==> src/rtl/gpu_pkg.sv <==
// Shared GPU definitions: coordinate widths, draw opcodes, screen geometry,
// the pixel stream payload and the centred-origin -> framebuffer translation.
package gpu_pkg;

    localparam int unsigned X_W        = 9;
    localparam int unsigned Y_W        = 8;

    typedef enum logic [1:0] {
        OP_NONE   = 2'b00,
        OP_LINE   = 2'b01,
        OP_CIRCLE = 2'b10
    } draw_op_e;

    localparam int unsigned FB_W       = 256;
    localparam int unsigned FB_H       = 128;
    localparam int unsigned X_ORG      = 128;
    localparam int unsigned Y_ORG      = 64;
    localparam int unsigned ADDR_W     = 15;
    localparam int unsigned COLOR_W    = 1;
    localparam int unsigned FIFO_DEPTH = 4;
    localparam int unsigned CNT_W      = 16;
    localparam int unsigned COORD_W    = 11;
    localparam int unsigned COL_W      = $clog2(FB_W);
    localparam int unsigned ROW_W      = ADDR_W - COL_W;
    localparam int unsigned FB_PIXELS  = FB_W * FB_H;

    typedef struct packed {
        logic signed [X_W-1:0]     x;
        logic signed [Y_W-1:0]     y;
        logic        [COLOR_W-1:0] color;
    } pixel_t;

    typedef struct packed {
        logic              clip;
        logic [ADDR_W-1:0] addr;
    } fb_loc_t;

    // Centred origin with y upward -> row/col; FB_W is a power of two so
    // the address is a plain concatenation of row and column.
    function automatic fb_loc_t pix_translate(input logic signed [X_W-1:0] x,
                                              input logic signed [Y_W-1:0] y);
        logic signed [COORD_W-1:0] col;
        logic signed [COORD_W-1:0] row;
        fb_loc_t                   loc;
        col      = COORD_W'(x) + COORD_W'(X_ORG);
        row      = COORD_W'(Y_ORG) - COORD_W'(y);
        loc.clip = col[COORD_W-1] | row[COORD_W-1]
                 | (col[COORD_W-2:0] >= (COORD_W-1)'(FB_W))
                 | (row[COORD_W-2:0] >= (COORD_W-1)'(FB_H));
        loc.addr = {row[ROW_W-1:0], col[COL_W-1:0]};
        return loc;
    endfunction

    function automatic logic [CNT_W-1:0] sat_inc(input logic [CNT_W-1:0] v);
        return (&v) ? v : v + CNT_W'(1);
    endfunction

endpackage

==> src/rtl/pixel_fifo.sv <==
// Synchronous pixel FIFO with full/empty flags. A push into a full FIFO is
// accepted when a pop happens on the same edge.
// Ports: clk, rst_n (async active-low flush), push_i/wr_data_i write side,
//        pop_i/rd_data_c read side (head, combinational), full_c, empty_c.
module pixel_fifo
    import gpu_pkg::*;
#(
    parameter int unsigned DEPTH = FIFO_DEPTH
) (
    input  logic   clk,
    input  logic   rst_n,
    input  logic   push_i,
    input  pixel_t wr_data_i,
    input  logic   pop_i,
    output pixel_t rd_data_c,
    output logic   full_c,
    output logic   empty_c
);

    localparam int unsigned AW = $clog2(DEPTH);

    // Pointers carry one extra wrap bit to tell full from empty.
    logic [AW:0] wr_ptr_q;
    logic [AW:0] wr_ptr_d;
    logic [AW:0] rd_ptr_q;
    logic [AW:0] rd_ptr_d;
    pixel_t      mem_q [DEPTH];
    logic        do_push_c;
    logic        do_pop_c;

    assign empty_c   = (wr_ptr_q == rd_ptr_q);
    assign full_c    = (wr_ptr_q[AW] != rd_ptr_q[AW])
                    && (wr_ptr_q[AW-1:0] == rd_ptr_q[AW-1:0]);
    assign do_pop_c  = pop_i && !empty_c;
    assign do_push_c = push_i && (!full_c || do_pop_c);
    assign rd_data_c = mem_q[rd_ptr_q[AW-1:0]];

    // Pointer advance
    always_comb begin
        wr_ptr_d = wr_ptr_q;
        rd_ptr_d = rd_ptr_q;
        if (do_push_c) wr_ptr_d = wr_ptr_q + (AW+1)'(1);
        if (do_pop_c)  rd_ptr_d = rd_ptr_q + (AW+1)'(1);
    end

    always_ff @(posedge clk or negedge rst_n) begin
        if (!rst_n) begin
            wr_ptr_q <= '0;
            rd_ptr_q <= '0;
        end else begin
            wr_ptr_q <= wr_ptr_d;
            rd_ptr_q <= rd_ptr_d;
        end
    end

    // Storage needs no reset; the pointers define validity.
    always_ff @(posedge clk) begin
        if (do_push_c) mem_q[wr_ptr_q[AW-1:0]] <= wr_data_i;
    end

endmodule

==> src/rtl/pixel_fb_writer.sv <==
// Pixel stream -> framebuffer write port. Buffers incoming pixels, translates
// and clips them, and issues single-pixel writes; also runs an ordered
// full-screen clear.
// Ports: clk, reset (async active-low);
//        pix_valid/pix_ready/pix_x/pix_y/pix_color  pixel stream in;
//        clear_req/clear_color  clear command, busy while clear pending/active;
//        fb_we/fb_addr/fb_wdata/fb_wready  stallable framebuffer write port;
//        clip_cnt/wr_cnt  saturating statistics.
module pixel_fb_writer
    import gpu_pkg::*;
(
    input  logic                     clk,
    input  logic                     reset,
    input  logic                     pix_valid,
    output logic                     pix_ready,
    input  logic signed [X_W-1:0]    pix_x,
    input  logic signed [Y_W-1:0]    pix_y,
    input  logic        [COLOR_W-1:0] pix_color,
    input  logic                     clear_req,
    input  logic        [COLOR_W-1:0] clear_color,
    output logic                     busy,
    output logic                     fb_we,
    output logic        [ADDR_W-1:0] fb_addr,
    output logic        [COLOR_W-1:0] fb_wdata,
    input  logic                     fb_wready,
    output logic        [CNT_W-1:0]  clip_cnt,
    output logic        [CNT_W-1:0]  wr_cnt
);

    localparam logic [1:0] S_IDLE  = 2'd0;
    localparam logic [1:0] S_DRAIN = 2'd1;
    localparam logic [1:0] S_CLEAR = 2'd2;

    logic [1:0]         state_q,     state_d;
    logic [COLOR_W-1:0] clr_color_q, clr_color_d;
    logic               we_q,        we_d;
    logic [ADDR_W-1:0]  addr_q,      addr_d;
    logic [COLOR_W-1:0] wdata_q,     wdata_d;
    logic               busy_q,      busy_d;
    logic [CNT_W-1:0]   clip_cnt_q,  clip_cnt_d;
    logic [CNT_W-1:0]   wr_cnt_q,    wr_cnt_d;

    logic               push_c;
    logic               pop_c;
    logic               accept_c;
    pixel_t             push_data_c;
    pixel_t             head_c;
    logic               fifo_full_c;
    logic               fifo_empty_c;
    fb_loc_t            loc_c;

    assign pix_ready   = reset && !fifo_full_c && (state_q == S_IDLE);
    assign push_c      = pix_valid && pix_ready;
    assign push_data_c = '{x: pix_x, y: pix_y, color: pix_color};

    pixel_fifo #(
        .DEPTH (FIFO_DEPTH)
    ) u_fifo (
        .clk       (clk),
        .rst_n     (reset),
        .push_i    (push_c),
        .wr_data_i (push_data_c),
        .pop_i     (pop_c),
        .rd_data_c (head_c),
        .full_c    (fifo_full_c),
        .empty_c   (fifo_empty_c)
    );

    // Translate/clip stage is combinational on the FIFO head.
    assign loc_c = pix_translate(head_c.x, head_c.y);

    // Next-state, pop control and output register reload
    always_comb begin
        state_d     = state_q;
        clr_color_d = clr_color_q;
        we_d        = we_q;
        addr_d      = addr_q;
        wdata_d     = wdata_q;
        clip_cnt_d  = clip_cnt_q;
        wr_cnt_d    = wr_cnt_q;
        pop_c       = 1'b0;
        accept_c    = we_q && fb_wready;

        case (state_q)
            S_IDLE, S_DRAIN: begin
                if (accept_c) begin
                    we_d     = 1'b0;
                    wr_cnt_d = sat_inc(wr_cnt_q);
                end
                // Clipped pixels drop out without waiting for the write port.
                if (!fifo_empty_c) begin
                    if (loc_c.clip) begin
                        pop_c      = 1'b1;
                        clip_cnt_d = sat_inc(clip_cnt_q);
                    end else if (!we_q || fb_wready) begin
                        pop_c   = 1'b1;
                        we_d    = 1'b1;
                        addr_d  = loc_c.addr;
                        wdata_d = head_c.color;
                    end
                end
                if ((state_q == S_IDLE) && clear_req) begin
                    state_d     = S_DRAIN;
                    clr_color_d = clear_color;
                end
                if ((state_q == S_DRAIN) && fifo_empty_c && !we_q) begin
                    state_d = S_CLEAR;
                    we_d    = 1'b1;
                    addr_d  = '0;
                    wdata_d = clr_color_q;
                end
            end
            S_CLEAR: begin
                // The output address register doubles as the clear counter.
                if (accept_c) begin
                    if (addr_q == ADDR_W'(FB_PIXELS - 1)) begin
                        state_d = S_IDLE;
                        we_d    = 1'b0;
                    end else begin
                        addr_d = addr_q + ADDR_W'(1);
                    end
                end
            end
            default: begin
                state_d = S_IDLE;
                we_d    = 1'b0;
            end
        endcase

        busy_d = (state_d != S_IDLE);
    end

    always_ff @(posedge clk or negedge reset) begin
        if (!reset) begin
            state_q     <= S_IDLE;
            clr_color_q <= '0;
            we_q        <= 1'b0;
            addr_q      <= '0;
            wdata_q     <= '0;
            busy_q      <= 1'b0;
            clip_cnt_q  <= '0;
            wr_cnt_q    <= '0;
        end else begin
            state_q     <= state_d;
            clr_color_q <= clr_color_d;
            we_q        <= we_d;
            addr_q      <= addr_d;
            wdata_q     <= wdata_d;
            busy_q      <= busy_d;
            clip_cnt_q  <= clip_cnt_d;
            wr_cnt_q    <= wr_cnt_d;
        end
    end

    assign fb_we    = we_q;
    assign fb_addr  = addr_q;
    assign fb_wdata = wdata_q;
    assign busy     = busy_q;
    assign clip_cnt = clip_cnt_q;
    assign wr_cnt   = wr_cnt_q;

endmodule

==> config.mk <==
export PLATFORM = sky130hd
export DESIGN_NAME = pixel_fb_writer
export DESIGN_NICKNAME = d
export VERILOG_FILES = /design/src/rtl/gpu_pkg.sv /design/src/rtl/pixel_fifo.sv /design/src/rtl/pixel_fb_writer.sv
export SDC_FILE = /design/constraint.sdc
export NUM_CORES = 1
export LEC_CHECK = 0
export BUFFER_PORTS_ARGS = -buffer_cell sky130_fd_sc_hd__buf_2
export CAP_MARGIN = 20
export CORE_ASPECT_RATIO = 0.75
export CORE_MARGIN = 3
export CORE_UTILIZATION = 62
export DETAILED_ROUTE_END_ITERATION = 8
export PLACE_DENSITY = 0.89
export SYNTH_ARGS = -nofsm -noshare
export SYNTH_HDL_FRONTEND = slang
export SYNTH_SLANG_ARGS = --single-unit
==> constraint.sdc <==
create_clock -name clk -period 5.8 [get_ports clk]
set_input_delay 0.87 -clock clk [delete_from_list [all_inputs] [get_ports clk]]
set_output_delay 0.87 -clock clk [all_outputs]
set_load 0.03 [all_outputs]
### After elaboration in Yosys (flattened, before gate mapping)

Memories as Yosys holds them, arrays and structs flattened.
Cells that the tools add are included.

* flip-flop bits (word level): 59
* RAM bits: 72
* bits of input ports: 24
* output and inout bits: 51
* memories kept: 1

* add/sub/neg operators: 7
* magnitude comparators: 2
* eq/ne operators: 14
* muxes and demuxes: 30
* bitwise logic cells: 6
* reduce and logical (&&, ||, !) cells: 28

Memories
* u_fifo.mem_q: words 4, width 18, read ports 1, clocked after memory_dff 0, write ports 1, line pixel_fifo.sv:27 `pixel_t mem_q [DEPTH];`

Operator list (count)
* $mux 15: 6
* $add 16x1->16 const B: 2
* $reduce_and 16->1: 2
* $pmux 15 s2: 1
* $mux 1: 17
* $add 15x1->15 const B: 1
* $eq 15x15->1 const B: 1
* $add 9x9->10 const B: 1
* $ge 10x8->1 const B: 1
* $ge 10x9->1 const B: 1
* $logic_and 1x1->1: 10
* $ne 3x3->1 const B: 3
* $sub 8x8->9 const A: 1
* $mux 2: 4
* $reduce_and 4->1: 2
* $add 3x1->3 const B: 2
* $ne 2x2->1 const B: 3
* $reduce_and 6->1: 1
* $reduce_bool 2->1: 3
* $ne 2x1->1 const B: 2
* $pmux 2 s2: 1
* $reduce_and 2->1: 2
* $eq 3x3->1: 1
* $logic_not 1->1: 3
* other kinds (11): 16

### Longest topological paths before layout

An unclocked memory read counts as a cell.

* word-level depth: 13
* depth in mapped cells: 11
* gate-level depth less buffers: 9

### Modules after synthesis

A second synthesis with hierarchy kept.

* cells, all modules: 459
* area, all modules: 6058.3 um2

By module, submodules not included
* pixel_fifo: times used 1, cells an instance 142, area each 3041.7 um2
* pixel_fb_writer: times used 1, cells an instance 317, area each 3016.6 um2

### Least setup slack after synthesis

No wires, ideal clock.

* kind: flip-flop to flip-flop
* start point: register u_fifo.rd_ptr_q[0]
* end point: register addr_q[1] (netlist: fb_addr[1])
* setup time: 0.125 ns
* arrival time: 3.078 ns
* setup slack: 2.597 ns
* cell stages (with the launch flop): 10
* path buffers: 3
* path through: dfrtp_1 > buf_6 > buf_1 > mux4_2 > ha_1 > nand2b_1 > a2111o_1 > buf_6 > o21ai_4 > mux2_4

* cells in the longest elaborated chain, start to end: 7

Ends and longest elaborated chain
* from (decl): line pixel_fifo.sv:25 `logic [AW:0] rd_ptr_q;`
* from (signal assigned): line pixel_fifo.sv:52 `rd_ptr_q <= rd_ptr_d;`
* $mem_v2 4x18
* $add 9x9->10 / $sub 8x8->9 (equally long branches): line gpu_pkg.sv:45, gpu_pkg.sv:46
* $ge 10x9->1, or another cell as far along: line gpu_pkg.sv:48 `| (col[COORD_W-2:0] >= (COORD_W-1)'(FB_W))`
* $or 1x1->1 / $mux 15 (equally long branches): line gpu_pkg.sv:48, pixel_fb_writer.sv:92
* $or 1x1->1 / $mux 15 (equally long branches): line gpu_pkg.sv:49, pixel_fb_writer.sv:91
* $ne 3x3->1 (no source line) / $mux 15 (equally long branches)
* $reduce_and 6->1 (no source line) / $pmux 15 s2 (equally long branches)
* to (signal assigned): line pixel_fb_writer.sv:147 `addr_q <= addr_d;`
* to (decl): line pixel_fb_writer.sv:37 `logic [ADDR_W-1:0] addr_q, addr_d;`

Parallel ways exist; a longest one is shown, timed or not. The select of a mux whose other input is x is not followed.
A chain may end at the register's enable or synchronous reset.

### Worst setup path after layout

* start point: register u_fifo.rd_ptr_q[1]
* end point: register addr_q[0] (netlist: fb_addr[0])

The elaborated chain is that of the path after synthesis.

==> summary.md <==
| Metric | Value |
|---|---|
| HPWL after DPL | `8.809 mm` |
| PostCTS Resize Cnt | `0` |
| Cts bufs inserted | `17` |
| Mapped cell area | `6038 um^2` |
| Synth Register Bits | `131` |
| # port buffers | `74` |
| Core Region | `9271 um^2` |
| Setup TNS | `0 ns` |
| Hold depth | `1` |
| I/O Pins | `75` |
| Crit Reg-Reg Endpoint | `fb_addr[0]$_DFFE_PN0P_` |
| Antenna violations before repair | `0` |
| DRC violation count after routing | `0` |
| Yosys cell types | `55` |
| Wire per inst | `20.37 um` |
| Critical Path, Cell by Cell | `mux4_2 -> inv_1 -> ha_1 -> nand2_1 -> o22ai_1 -> a21oi_2 -> a2111o_1 -> o21ai_4 -> mux2_4` |
| Slew headroom | `0.3486` |
| Largest net degree at the start of global routing | `61` |
| Critical path class | `register to register` |
| Placed Cells incl. Taps | `639` |
| Area Overhead vs Synth | `17.65%` |
| R2r setup slk | `2.07 ns` |
| Post-Syn Nets | `483` |
| Post-synthesis sequential area ratio | `0.6026` |
| Worst vdd ir | `0.0003233 V` |
| RR Startpoint | `u_fifo.rd_ptr_q[1]$_DFFE_PN0P_` |
| Min Tclk post-route | `3.732 ns` |
| Gpl congestion | `0.8810` |
| ANT nets after route | `0` |
| H-Tree Depth | `4` |
| Yosys synthesis warning count | `0` |
| Cell count after synthesis | `448` |
| Peak Freq | `268.0 MHz` |
| DRT Pass-1 Iters | `5` |
| Routed WL | `13.69 mm` |
| Clock tree root driver cell | `clkbuf_16` |
| Drt first-iter violations | `534` |
| Crit end category | `register` |
| Top post-synthesis cells by area | `edfxtp_1 36%, dfrtp_1 24%, mux4_2 5.6%` |
| Synth Area per Inst | `13.48 um^2` |
| CTS tree | `built` |
| Power Density | `401.0 nW/um^2` |
| CP Max Fanout | `22` |
| Status | `complete, no violations` |
| Period utilisation layout | `0.6434` |
| Row count | `30` |
| GRT Util Overall | `0.2682` |
| Final Max Slew Viols | `0` |
| Number of hold buffers added after cts | `0` |
| Number of synthesized flops with an enable pin | `72` |
| Leakage | `2.926 nW` |
| Clk slew on worst S/H paths | `0.06 ns` |
| Ys flop type | `edfxtp_1` |
| Die area | `10970 um^2` |
| GR Overflow Total | `0` |
| # setup viols final | `0` |
| CP max stage delay | `0.95 ns` |
| Critical Path RT | `6.10 ns` |
| Die width | `120.0 um` |
| Starting density of the core | `0.6513` |
| HP Start | `clip_cnt[9]$_DFFE_PN0P_` |
| Clk_skew | `0.01576 ns` |
| Vias | `4260` |
| Max-cap violations | `0` |
| Worst Tran Pin Value | `0.9772 ns` |
| First-pass GRT wire length | `22.40 mm` |
| FF-to-FF path depth | `9` |
| DR vias/cell | `6.339` |
| Fin. Hold Viols | `0` |
| Diode count | `0` |
| Post-synth ARST share | `0.4504` |
| Layout Cells excl Fill | `672` |
| Clock Sinks | `131` |
| Yosys top cell by area | `edfxtp_1` |
| Top cell type's share of synthesized area | `0.3581` |
| Layout net count | `566` |
| Hold Crit Endpoint | `clip_cnt[9]$_DFFE_PN0P_` |
| RSZ-0062 raised after global routing | `false` |
| Number of global-route vias before repair | `4152` |
| Highest-count cells in the layout ignoring fill and taps | `74 x buf_2, 72 x edfxtp_1, 59 x dfrtp_1` |
| Worst min-delay path class | `register to register` |
| Leading cell type in the layout, fill and taps excluded | `buf_2` |
| Buffer count from post-CTS setup fixing | `0` |
| Worst setup SP type | `register` |
| Longest Clk Path Bufs | `2` |
| Crit path arrival time | `4.03 ns` |
| Layout fillers | `546` |
| CP max stage cell | `dfrtp_1` |
| Die Y | `91.47 um` |
| Layout cells sized above 1 | `0.2555` |
| Worst skew pair latency | `0.42 ns` |
-- synthesized netlist by cell type (2+ instances only) --
cell type and n:
nand2_1 38, and4_1 7, nor2_1 21, xor2_1 21, o21ai_2 2, a211oi_1 15
o21ai_0 6, mux2_4 2, nor3b_1 2, a221o_1 2, clkbuf_1 8, edfxtp_1 72
mux4_1 2, and2_1 3, a311oi_1 2, nor2b_1 3, nor3_1 16, dfrtp_1 59
a31o_2 2, a21oi_1 13, mux4_2 15, nand2b_1 6, mux2_2 7, a31oi_1 3
and3_1 13, nand3_1 14, ha_1 11, inv_1 11, nor4_1 4, buf_6 4
nand4_1 9, o211ai_1 12, xnor2_1 21
-- area by class of cell --
type / instances / area [um^2] / area share
Clock buffer: 19 / 432.9 / 0.06094
Timing Repair Buffer: 78 / 400.4 / 0.05636
Inverter: 11 / 41.29 / 0.005812
Multi-Input combinational cell: 292 / 2275 / 0.3202
Clock inverter: 13 / 156.4 / 0.02201
Tap cell: 128 / 160.2 / 0.02254
Sequential cell: 131 / 3638 / 0.5122
-- per-layer routing --
metal / GRT usage / wire length (um) / up-vias
li1: - / - / 1879
met1: 0.3693 / 5749 / 2121
met2: 0.4053 / 6486 / 221
met3: 0.05978 / 1013 / 39
met4: 0.1354 / 436 / 0
met5: 0 / 0 / -
-- logic make-up after synthesis --
logic type / share of synthesized area
AO/OA/AOI/OAI: 0.09180
buffers and inverters: 0.02072
flip-flops: 0.6026
multiplexers: 0.08268
XOR/XNOR: 0.06092
adder cells (fa/ha/maj): 0.02279
AND/OR/NAND/NOR: 0.1185
-- metrics by stage --
stage / utilization / hold slack [ns] / instance area, um^2 / setup slack, ns / power [W]
finish: 0.7663 / 0.4866 / 7104 / 2.068 / 0.002849
global route: 0.7663 / 0.5070 / 7104 / 1.879 / 0.002963
CTS: 0.7655 / 0.4904 / 7097 / 2.070 / 0.002849
detailed placement: 0.7019 / 0.4804 / 6507 / 2.161 / 0.001773
global placement: 0.7019 / 0.4657 / 6507 / 2.340 / 0.001742
floorplan: - / 0.4433 / 6038 / 2.597 / 0.001617
-- registers in the layout (all words and copies together), names as in the netlist --
name,cells
state_q,2
wr_cnt,16
fb_we,1
busy,1
fb_wdata,1
u_fifo.rd_ptr_q,3
fb_addr,15
u_fifo.wr_ptr_q,3
u_fifo.mem_q,72
clip_cnt,16
clr_color_q,1
-- worst max path at each step --
stage | from | to | depth (start not counted)
floorplan | u_fifo.rd_ptr_q[0]$_DFFE_PN0P_ | fb_addr[1]$_DFFE_PN0P_ | 9
global placement | u_fifo.rd_ptr_q[1]$_DFFE_PN0P_ | fb_addr[1]$_DFFE_PN0P_ | 9
detailed placement | u_fifo.rd_ptr_q[1]$_DFFE_PN0P_ | fb_addr[1]$_DFFE_PN0P_ | 9
CTS | u_fifo.rd_ptr_q[1]$_DFFE_PN0P_ | fb_addr[1]$_DFFE_PN0P_ | 9
global route | u_fifo.rd_ptr_q[1]$_DFFE_PN0P_ | fb_addr[0]$_DFFE_PN0P_ | 9
finish | u_fifo.rd_ptr_q[1]$_DFFE_PN0P_ | fb_addr[0]$_DFFE_PN0P_ | 9
-- report_power, final --
| part | internal, W | switching (W) |
|---|---|---|
| sequential | 0.00102 | 0.0000804 |
| combinational | 0.000275 | 0.000406 |
| clock | 0.000674 | 0.000389 |
| total | 0.00197 | 0.000876 |
-- critical path, delay by kind of cell (launching register included) --
kind	cells	cell delay, ns
adder cells (fa/ha/maj)	1	0.25
buffers and inverters	1	0.12
AND/OR/NAND/NOR	1	0.10
AO/OA/AOI/OAI	4	1.38
multiplexers	2	0.81
flip-flops	1	0.95
Note: power is estimated with default switching activity, not from simulation.
